[config.mk]
export PLATFORM = sky130hd
export DESIGN_NAME = ctrl_bubble_reg
export DESIGN_NICKNAME = d
export VERILOG_FILES = /design/src/rtl/ctrl_bubble_reg.sv
export SDC_FILE = /design/constraint.sdc
export NUM_CORES = 1
export LEC_CHECK = 0
export CAP_MARGIN = 10
export CORE_ASPECT_RATIO = 0.7
export CORE_MARGIN = 5
export CORE_UTILIZATION = 30
export CTS_CLUSTER_SIZE = 30
export DETAILED_ROUTE_END_ITERATION = 10
export PLACE_DENSITY = 0.66
export SETUP_SLACK_MARGIN = 0.5
export SYNTH_ARGS = -nofsm -noshare
export SYNTH_HDL_FRONTEND = slang
export SYNTH_SLANG_ARGS = --single-unit
[constraint.sdc]
create_clock -name clk -period 2.84 [get_ports clk]
set_clock_uncertainty 0.05 [all_clocks]
set_input_delay 0.568 -clock clk [delete_from_list [all_inputs] [get_ports clk]]
set_output_delay 0.568 -clock clk [all_outputs]
set_load 0.01 [all_outputs]
[src/rtl/ctrl_bubble_reg.sv]
// ID/EX control-bundle pipeline register with stall, flush and multi-cycle bubble insertion.
// Define CTRL_BUBBLE_STATS_EN to build the saturating bubble_cnt statistics counter.
module ctrl_bubble_reg #(
   parameter int CTRL_W     = 13,
   parameter int BUBBLE_MAX = 3,
   parameter int LEN_W      = $clog2(BUBBLE_MAX + 1),
   parameter int CNT_W      = 16
) (
   input  logic              clk,
   input  logic              rst_n,
   input  logic [CTRL_W-1:0] ctrl_in,
   input  logic              valid_in,
   input  logic              stall,
   input  logic              flush,
   input  logic              bubble_req,
   input  logic [LEN_W-1:0]  bubble_len,
   output logic [CTRL_W-1:0] ctrl_out,
   output logic              valid_out,
   output logic              hold_up,
   output logic [CNT_W-1:0]  bubble_cnt
);

   // state  | meaning
   // IDLE   | normal load, or start of a bubble sequence
   // INSERT | bubbles pending in rem, ID/IF held via hold_up
   typedef enum logic {IDLE, INSERT} state_t;

   localparam logic [LEN_W-1:0] BMAX_L = LEN_W'(BUBBLE_MAX);
   localparam logic [LEN_W-1:0] ONE_L  = LEN_W'(1);

   state_t           state;
   logic [LEN_W-1:0] rem;
   logic [LEN_W-1:0] eff_len;
   logic             req_ok;

   assign eff_len = (bubble_len > BMAX_L) ? BMAX_L : bubble_len;
   assign req_ok  = bubble_req && (bubble_len != '0);
   assign hold_up = (state == INSERT);

   always_ff @(posedge clk or negedge rst_n) begin
      if (!rst_n) begin
         state     <= IDLE;
         rem       <= '0;
         ctrl_out  <= '0;
         valid_out <= 1'b0;
      end else if (flush) begin
         state     <= IDLE;
         rem       <= '0;
         ctrl_out  <= '0;
         valid_out <= 1'b0;
      end else if (!stall) begin
         case (state)
            INSERT: begin
               ctrl_out  <= '0;
               valid_out <= 1'b0;
               rem       <= rem - ONE_L;
               if (rem == ONE_L)
                  state <= IDLE;
            end
            default: begin
               if (req_ok) begin
                  ctrl_out  <= '0;
                  valid_out <= 1'b0;
                  rem       <= eff_len - ONE_L;
                  if (eff_len > ONE_L)
                     state <= INSERT;
               end else begin
                  valid_out <= valid_in;
                  ctrl_out  <= valid_in ? ctrl_in : '0;
               end
            end
         endcase
      end
   end

`ifdef CTRL_BUBBLE_STATS_EN
   // Flush overrides stall, so a flush edge always counts as an inserted bubble.
   logic bubble_load;
   assign bubble_load = flush || (!stall && ((state == INSERT) || req_ok));

   always_ff @(posedge clk or negedge rst_n) begin
      if (!rst_n)
         bubble_cnt <= '0;
      else if (bubble_load && (bubble_cnt != {CNT_W{1'b1}}))
         bubble_cnt <= bubble_cnt + CNT_W'(1);
   end
`else
   assign bubble_cnt = '0;
`endif

endmodule

==> results by group, run 1 <==
Timing
  – FMAX: ~470 MHz
  – Worst-margin pin slew: around 0.76 ns
  – Hold_ws: between 0.4 and 0.5 ns
  – Setup TNS Final: 0 ns
  – Max-slew violations: 0
  – Final-report hold violation count: 0
  – Final setup fails: 0
  – Crit share post-route: 74.8%
  – Worst rel slew slack: between 40% and 50%
  – Tmin final: ~2.1 ns
  – RSZ-0062 raised after global routing: no

Synthesis
  – Count of cell types in the netlist: 22
  – Largest family of logic cells by synthesized area: buffers and inverters
  – Area fraction in compound gates after synthesis: 19.3%
  – Synth area leaders: dfrtp_1, buf_4, a22o_1
  – Mux share of post-synthesis cell area: 0%
  – Synth Area in Adders: around 4.3%
  – Synth Area in XOR/XNOR: 0%
  – Register area share after synthesis: 48.6%
  – Synth Warn #: 0
  – Asr flop ratio synth: 100%
  – Syn_area_per_cell: around 11 µm²
  – Cell taking the most area after synthesis: dfrtp_1
  – Syn Inst Count: 77
  – EDFF count, synth: 0
  – Post-synthesis register bit count: 17
  – Simple-gate share of the synthesized area: 7.71%
  – Top post-synthesis cells by count: buf_4, dfrtp_1, a22o_1
  – Top cell type's share of synthesized area: 48.6%
  – Syn Std Cell Area: approximately 900 µm²
  – Ys flop type: dfrtp_1

Clock network
  – TritonCTS clock tree: done
  – H-tree Lvls: 1
  – # Post-CTS Setup Buffers: 0
  – CTS root buffer: clkbuf_8
  – Sink Count: 17
  – # hold bufs at CTS: 0
  – Clock tree buffer depth: 2
  – Cts repair resizes: 0
  – Inserted Clock Buffers: 3
  – Clk Latency, worst-skew pair: 0.25 ns
  – Clock transition at path regs: around 0.070 ns

Cells and area
  – Synth-to-Final Area Change: 40.1%
  – Storage element area: around 430 µm²
  – Multi-input gate area: around 330 µm²
  – Fill count: around 280
  – Layout net count: ~140
  – Layout cells sized above 1: 9.73%
  – ANT cells: 0

Placement
  – DP HPWL: 1.46 mm
  – Gpl congestion: approximately 0.77
  – Port bufs: 35

Global routing
  – GRT Residual Overflow: 0
  – Largest net degree at the start of global routing: 18
  – First-pass GRT wire length: 3.06 mm
  – Initial antenna violation count: 0
  – Met3 usage: between 3 and 4%
  – Total GRT Usage: under 10%
  – Layer with the highest usage: met2
  – Vias in the first global route: roughly 660
  – GR Util met2: between 10% and 20%
  – Met1 Use GR: a little over a tenth

Status
  – Status: finished clean

Routing
  – Initial DRC Count: 16
  – Routed length per instance: 12.5 µm
  – DRT Pass-1 Iters: 3
  – Final ANT Viol Nets: 0
  – Vias per cell: roughly 4.3
  – DRC Markers: 0
  – Via count: 643
  – Final WL: ~1.9 mm

Die
  – Top Ports: 52
  – Initial Utilization: between 30% and 40%
  – Total core area: between 2000 and 3000 µm²
  – # rows: 16
  – DIE HEIGHT: 55.2 µm
  – Die width: ~75 µm
  – Die footprint: between 4000 and 5000 µm²

Job
  – Max-Cap Viols: 0

Critical path
  – Worst Reg-to-Reg Cells: 3
  – CP Capture Type: register
  – Crit start category: input pin
  – Maximum fanout along the worst path: 14
  – WP data arrival: ~2.2 ns
  – Crit Path Category: in -> reg
  – Crit path required time: 2.93 ns

Pwr
  – Pleak: about 0.00058 µW
  – Pwr per Cell Area: around 430 nW/µm²
  – Peak supply drop: ~0.16 mV

Min path
  – Hold path cells: 1
  – Hold crit path type: reg -> reg
-- final timing paths --
check                              startpoint      endpoint  slack (ns)
min in group asynchronous               rst_n       hold_up        0.72
max in group asynchronous               rst_n  ctrl_out[12]        1.55
worst min register to register      valid_out     valid_out        0.43
worst min-delay path                valid_out     valid_out        0.43
worst max register to register        hold_up   ctrl_out[6]        1.35
worst max-delay path            bubble_len[0]   ctrl_out[6]        0.71
-- layout make-up --
type | instances | share of cell area (%)
clock buffer | 3 | 3.36
clock inverter | 1 | 0.408
inverter | 5 | 1.53
multi-input combinational | 51 | 27.2
sequential | 17 | 34.7
tap | 36 | 3.67
timing repair buffer | 36 | 29.2
-- through the flow --
step | instances | worst slack (ns) | area (µm²) | total power, µW | util, %
after detailed placement | 145 | 0.451 | 1180 | 353 | 42.1
final | 149 | 0.715 | 1230 | 524 | 43.8
after global placement | 145 | 0.522 | 1180 | 351 | 42.1
after global routing | 149 | 0.622 | 1230 | 553 | 43.8
after CTS | 149 | 0.722 | 1230 | 534 | 43.8
after floorplan | 92 | 1.12 | 932 | 316 | -
-- per-layer routing --
layer	vias up	share of wire [%]
met3	2	9.3
met2	28	49
met1	302	40
met5	-	0
li1	311	-
met4	0	0.91
-- power breakdown --
part,internal [µW],switching [µW]
sequential,251,6.71
clock,97.1,79.1
combinational,48.7,41.5
-- cells by family (layout without fill, tap and decap cells) --
| family | count (synthesis) | count (layout) |
|---|---|---|
| adder cells (fa/ha/maj) | 3 | 3 |
| AO/OA/AOI/OAI | 21 | 21 |
| buffers and inverters | 24 | 45 |
| flip-flops | 17 | 17 |
| AND/OR/NAND/NOR | 11 | 11 |
| other | 1 | 16 |
-- state kept, by name, summed over array words and instances (netlist names) --
register / cells
hold_up: 1
rem: 2
valid_out: 1
ctrl_out: 13
-- worst max-delay path: stages --
cell and delay (ns):
clkdlybuf4s50_1 0.53, inv_1 0.06, ha_1 0.20, nor2b_2 0.17
nor2_2 0.07, and3_1 0.35, a22o_2 0.28
-- cell usage in the layout, fill, tap and decap left out, drive strengths merged, types with 2 or more instances in the layout --
cell,n
a21oi,3
a22o,13
clkbuf,3
clkdlybuf4s50,35
conb,16
dfrtp,17
ha,3
inv,5
nor2,4
nor3b,2
o21ai,2
No activity file was read; power rests on OpenSTA's default activity.
==> run 2, diff against run 1 <==
--- a/config.mk
+++ b/config.mk
@@ -11,7 +11,7 @@
 export CORE_UTILIZATION = 30
 export CTS_CLUSTER_SIZE = 30
 export DETAILED_ROUTE_END_ITERATION = 10
-export PLACE_DENSITY = 0.66
+export PLACE_DENSITY = 0.69
 export SETUP_SLACK_MARGIN = 0.5
 export SYNTH_ARGS = -nofsm -noshare
 export SYNTH_HDL_FRONTEND = slang
==> constraint.sdc (replaced) <==
create_clock -name clk -period 1.8 [get_ports clk]
set_clock_uncertainty 0.05 [all_clocks]
set_input_delay 0.36 -clock clk [delete_from_list [all_inputs] [get_ports clk]]
set_output_delay 0.36 -clock clk [all_outputs]
set_load 0.01 [all_outputs]
==> run 2 against run 1 <==
Against the previous run:
- first-iteration DRC count down 56%
- sequential share of layout area fell by 3.1 points
- combinational power rose by 93%
- clock power grew 58%
- setup slack worse by 0.24 ns
- total power up 63%
- register-to-register slack worse by 0.83 ns
- critical path depth is 2 higher
- highest routed layer is now met3
==> results by group, run 2 (synthesis gave the netlist of run 1 again) <==
Placement
  – DP HPWL: 1.68 mm
  – Placed insts: between 150 and 200
  – Gpl congestion: between 0.7 and 0.8
  – Port bufs: 35
  – Worst slack, placed: -0.283 ns

Global routing
  – Initial antenna violation count: 0
  – Largest net degree at the start of global routing: 18
  – Vias in the first global route: approximately 800
  – First-pass GRT wire length: approximately 3.6 mm
  – GRT Residual Overflow: 0
  – Total GRT Usage: between 10% and 20%

Die
  – Die width: 74.6 µm
  – Top Ports: 52
  – Die footprint: about 4100 µm²
  – DIE HEIGHT: roughly 55 µm
  – Initial Utilization: a little under a third
  – Total core area: roughly 2800 µm²
  – # rows: 16

Pwr
  – Peak supply drop: roughly 0.39 mV
  – Pleak: about 0.0007 µW
  – Total power: 856 µW
  – Pwr per Cell Area: ~630 nW/µm²

Status
  – Status: finished clean

Cells and area
  – Layout cells sized above 1: a little over a third
  – Synth-to-Final Area Change: 54.3%
  – Top Registers: ctrl_out (13), rem (2)
  – Most frequent cells in the layout: conb_1, dfrtp_1, clkdlybuf4s50_1, buf_4
  – Fill count: 280
  – Post-Layout Cell Count: ~160
  – Max reg flops: 13
  – Most flop-heavy register: ctrl_out
  – Layout net count: 152
  – ANT cells: 0

Critical path
  – Crit path required time: ~1.9 ns
  – Launch point of the critical path: bubble_len[1]
  – Crit Path Category: in -> reg
  – Worst Reg-to-Reg Cells: 4
  – CP Capture Type: register
  – Worst R2R Setup Slack: approximately 0.52 ns
  – End of the worst register-to-register path: rem[1]
  – Maximum fanout along the worst path: 5
  – R2r startpoint: rem[0]
  – WP data arrival: 1.42 ns
  – Crit start category: input pin

Clock network
  – Clock tree buffer depth: 2
  – Sink Count: 17
  – Clock transition at path regs: about 0.070 ns
  – # hold bufs at CTS: 0
  – TritonCTS clock tree: done
  – CTS root buffer: clkbuf_8
  – H-tree Lvls: 1
  – Inserted Clock Buffers: 3
  – Clk Latency, worst-skew pair: about 0.25 ns

Routing
  – DRC Markers: 0
  – DRT Pass-1 Iters: 4
  – Final WL: approximately 2.1 mm
  – Final ANT Viol Nets: 0
  – Initial DRC Count: 7
  – Vias per cell: around 4.3
  – Routed length per instance: around 13 µm
  – Via count: roughly 710

Timing
  – FMAX: 753 MHz
  – Setup slack after layout: between 0.4 and 0.5 ns
  – Final-report hold violation count: 0
  – Setup TNS Final: 0 ns
  – Crit share post-route: around three quarters
  – Final setup fails: 0
  – Tmin final: roughly 1.3 ns
  – Max-slew violations: 0
  – RSZ-0062 raised after global routing: yes
  – Hold_ws: between 0.3 and 0.4 ns

Job
  – Max-Cap Viols: 0

Min path
  – Hold crit path type: in -> async
-- run 2: changes by cell type in the layout (fill, tap and decap cells not counted), moves of 3 or more --
cell	delta
buf_4	+9
buf_6	+6
a22o_2	-3
clkbuf_2	+9
a22o_4	+3
clkdlybuf4s50_1	-20
buf_2	+5
dlygate4sd2_1	+3
-- run 2: per-stage QoR --
stage          cell area [µm²]  utilization, %
6_report                  1350            48.2
5_1_grt                   1350            48.2
3_3_place_gp              1260            45.0
2_1_floorplan              967               -
4_1_cts                   1400            50.0
3_5_place_dp              1260            45.0
-- run 2: how the worst max path moves through the flow --
| stage | slack, ns | to | cells after the start |
|---|---|---|---|
| 2_1_floorplan | 0.37 | ctrl_out[0] | 8 |
| 3_3_place_gp | -0.22 | ctrl_out[1] | 9 |
| 3_5_place_dp | -0.28 | ctrl_out[1] | 9 |
| 4_1_cts | 0.46 | ctrl_out[1] | 9 |
| 5_1_grt | 0.45 | ctrl_out[4] | 9 |
| 6_report | 0.47 | ctrl_out[4] | 9 |
-- run 2: critical path, cell delays in order --
cell and delay, ns:
buf_6 0.07, buf_6 0.12, inv_12 0.03, ha_4 0.15, nor2b_4 0.15, nor2_4 0.05, and3_4 0.16, buf_6 0.13
a22o_4 0.20
-- run 2: cell type report --
| type | instances | area (µm²) | share of cell area (%) |
|---|---|---|---|
| Sequential cell | 17 | 427 | 31.6 |
| Tap cell | 36 | 45.0 | 3.33 |
| Multi-Input combinational cell | 51 | 388 | 28.7 |
| Timing Repair Buffer | 50 | 409 | 30.3 |
| Clock inverter | 1 | 5.00 | 0.370 |
| Inverter | 5 | 36.3 | 2.69 |
| Clock buffer | 3 | 41.3 | 3.06 |
-- run 2: what timing repair did --
| action | 4_1_cts | 5_1_grt |
|---|---|---|
| cloned | 1 | 0 |
| gates resized for setup | 58 | 14 |
| endpoints found under the setup margin | 32 | 28 |
| pin swaps | 16 | 3 |
| setup buffers | 6 | 1 |
-- run 2: where the power goes --
group / internal, µW / leakage (µW) / total [µW] / switching [µW]
Sequential: 396 / 0.000232 / 404 / 8.19
Combinational: 91.5 / 0.000443 / 174 / 82.6
Clock: 153 / 0.0000255 / 278 / 124
-- run 2: metal layers --
metal  track usage, %  vias up  wire length [µm]
met5                0        -                 0
met3             5.43        0               195
li1                 -      339                 -
met1             12.2      340               799
met4             1.27        0                 0
met2             20.5       26              1150
==> run 3, diff against run 2 <==
==> constraint.sdc (replaced) <==
create_clock -name clk -period 1.1 [get_ports clk]
set_clock_uncertainty 0.05 [all_clocks]
set_input_delay 0.22 -clock clk [delete_from_list [all_inputs] [get_ports clk]]
set_output_delay 0.22 -clock clk [all_outputs]
set_load 0.01 [all_outputs]
==> run 3 against run 2 <==
Against the previous run:
- the flow now finishes with violations (negative setup slack)
- total power increased by 72%
- final area increased by 13%
- global-route usage increased by 1.1 points
- sequential share of layout area is 3.6 points lower
- critical endpoint is now rem[1]
- largest cell class is now buffers
- largest power group unchanged
==> results by group, run 3 (synthesis gave the netlist of run 1 again) <==
Routing
  – DRT Pass-1 Iters: 4
  – DRC Markers: 0
  – Initial DRC Count: 25
  – Vias per cell: 4.35
  – Final ANT Viol Nets: 0
  – Via count: between 700 and 800
  – Routed length per instance: around 13 µm
  – Final WL: 2.35 mm

Timing
  – Max-slew violations: 0
  – FMAX: about 800 MHz
  – RSZ-0062 raised after global routing: yes
  – Final-report hold violation count: 0
  – Setup slack after layout: -0.163 ns
  – Crit share post-route: 115%
  – Tmin final: ~1.3 ns
  – Final setup fails: 18

Clock network
  – Inserted Clock Buffers: 3
  – Sink Count: 17
  – Clock transition at path regs: around 0.07 ns
  – # hold bufs at CTS: 0
  – Clock tree buffer depth: 2
  – Clk Latency, worst-skew pair: roughly 0.25 ns
  – H-tree Lvls: 1
  – TritonCTS clock tree: done
  – CTS root buffer: clkbuf_8

Pwr
  – Pleak: 0.000797 µW
  – Pwr per Cell Area: 963 nW/µm²
  – Total power: between 1000 and 1500 µW
  – Peak supply drop: approximately 0.43 mV

Critical path
  – Crit Path Category: reg -> reg
  – CP Cell Sequence: inv_1 -> ha_1 -> a21oi_1 -> or3_1 -> a21oi_2
  – Crit path required time: about 1.2 ns
  – CP max-delay cell: dfrtp_1
  – CP top delay family: flip-flops
  – WP buf/inv: 1
  – Crit start category: register
  – CP Capture Type: register
  – WP data arrival: around 1.4 ns
  – Critical path's largest stage delay: roughly 0.35 ns
  – Maximum fanout along the worst path: 2

Die
  – # rows: 16
  – Top Ports: 52
  – Die footprint: 4120 µm²
  – DIE HEIGHT: around 55 µm
  – Die width: ~75 µm
  – Total core area: ~2800 µm²
  – Initial Utilization: 31.3%

Global routing
  – GRT Residual Overflow: 0
  – Largest net degree at the start of global routing: 18
  – Initial antenna violation count: 0
  – First-pass GRT wire length: ~4 mm
  – Total GRT Usage: between 10% and 20%
  – Vias in the first global route: between 800 and 900

Cells and area
  – Most common cell after layout, fill and taps aside: buf_4
  – Top Registers: ctrl_out (13), rem (2)
  – Cell area after layout: 1530 µm²
  – Most frequent cells in the layout: buf_4, conb_1, dfrtp_1, clkdlybuf4s50_1, buf_2
  – Layout cells sized above 1: between 40% and 50%
  – ANT cells: 0
  – Synth-to-Final Area Change: 74.3%
  – Layout net count: approximately 160
  – Most flop-heavy register: ctrl_out
  – Max reg flops: 13

Placement
  – Gpl congestion: between 0.8 and 0.9
  – Placed Area: 1340 µm²
  – Port bufs: 35
  – DP HPWL: 1.62 mm

Min path
  – Hold crit path type: in -> async

Status
  – Failing checks: negative setup slack
  – Status: complete, but fails checks

Job
  – Max-Cap Viols: 0
==> run 3: cell count changes in the layout (fill, tap and decap cells not counted), sizes merged <==
cell           change
buf               +22
clkdlybuf4s15      -2
clkbuf             -9
and3               +1
==> run 3: area by class of cell <==
class                      count  area [µm²]
multi-input combinational     52         455
timing repair buffer          61         517
clock inverter                 1        5.00
clock buffer                   3        41.3
tap                           36        45.0
sequential                    17         427
fill                         248        1280
inverter                       5        36.3
==> run 3: power by group <==
part	switching, µW	total (µW)	internal [µW]	leakage (µW)
Clock	211	462	251	0.0000255
Combinational	160	348	188	0.000540
Sequential	12.4	660	648	0.000232
Total	383	1470	1090	0.000797
==> run 3: worst paths after layout <==
kind,start,to,slack [ns],cells after the start
worst max register to register,rem[1],rem[1],-0.16,5
worst min register to register,valid_out,valid_out,0.44,1
worst min-delay path,rst_n,ctrl_out[8],0.25,2
min in group clk,flush,rem[1],0.43,3
worst max-delay path,rem[1],rem[1],-0.16,5
max in group asynchronous,rst_n,hold_up,0.61,2
==> run 3: metrics by stage <==
step / setup slack [ns] / setup TNS (ns) / instances / utilization, % / hold WS (ns)
after floorplan: -0.179 / -2.25 / 92 / - / -0.126
after global placement: -0.842 / -14.00 / 158 / 47.8 / 0.410
after detailed placement: -0.896 / -14.84 / 158 / 47.8 / 0.416
after CTS: -0.170 / -1.48 / 174 / 52.0 / 0.254
after global routing: -0.263 / -2.90 / 175 / 54.5 / 0.264
final: -0.163 / -1.79 / 175 / 54.5 / 0.251
==> run 3: worst reg2reg max path: stages (launching register included) <==
cell and delay (ns):
dfrtp_1 0.35, inv_1 0.04, ha_1 0.26, a21oi_1 0.05, or3_1 0.32, a21oi_2 0.12
==> run 3: metal layers <==
metal	up-vias	global-route usage, %	part of all wire, %
li1	364	-	-
met3	6	4.53	8.3
met2	31	21.2	50
met4	0	3.05	2.5
met5	-	0	0
met1	361	14.8	39
==> run 3: what timing repair did <==
item / in CTS / in global routing
resized for setup: 86 / 10
buffers inserted: 11 / 1
cloned: 1 / 0
pin swaps: 20 / 4
setup endpoints to repair: 32 / 32
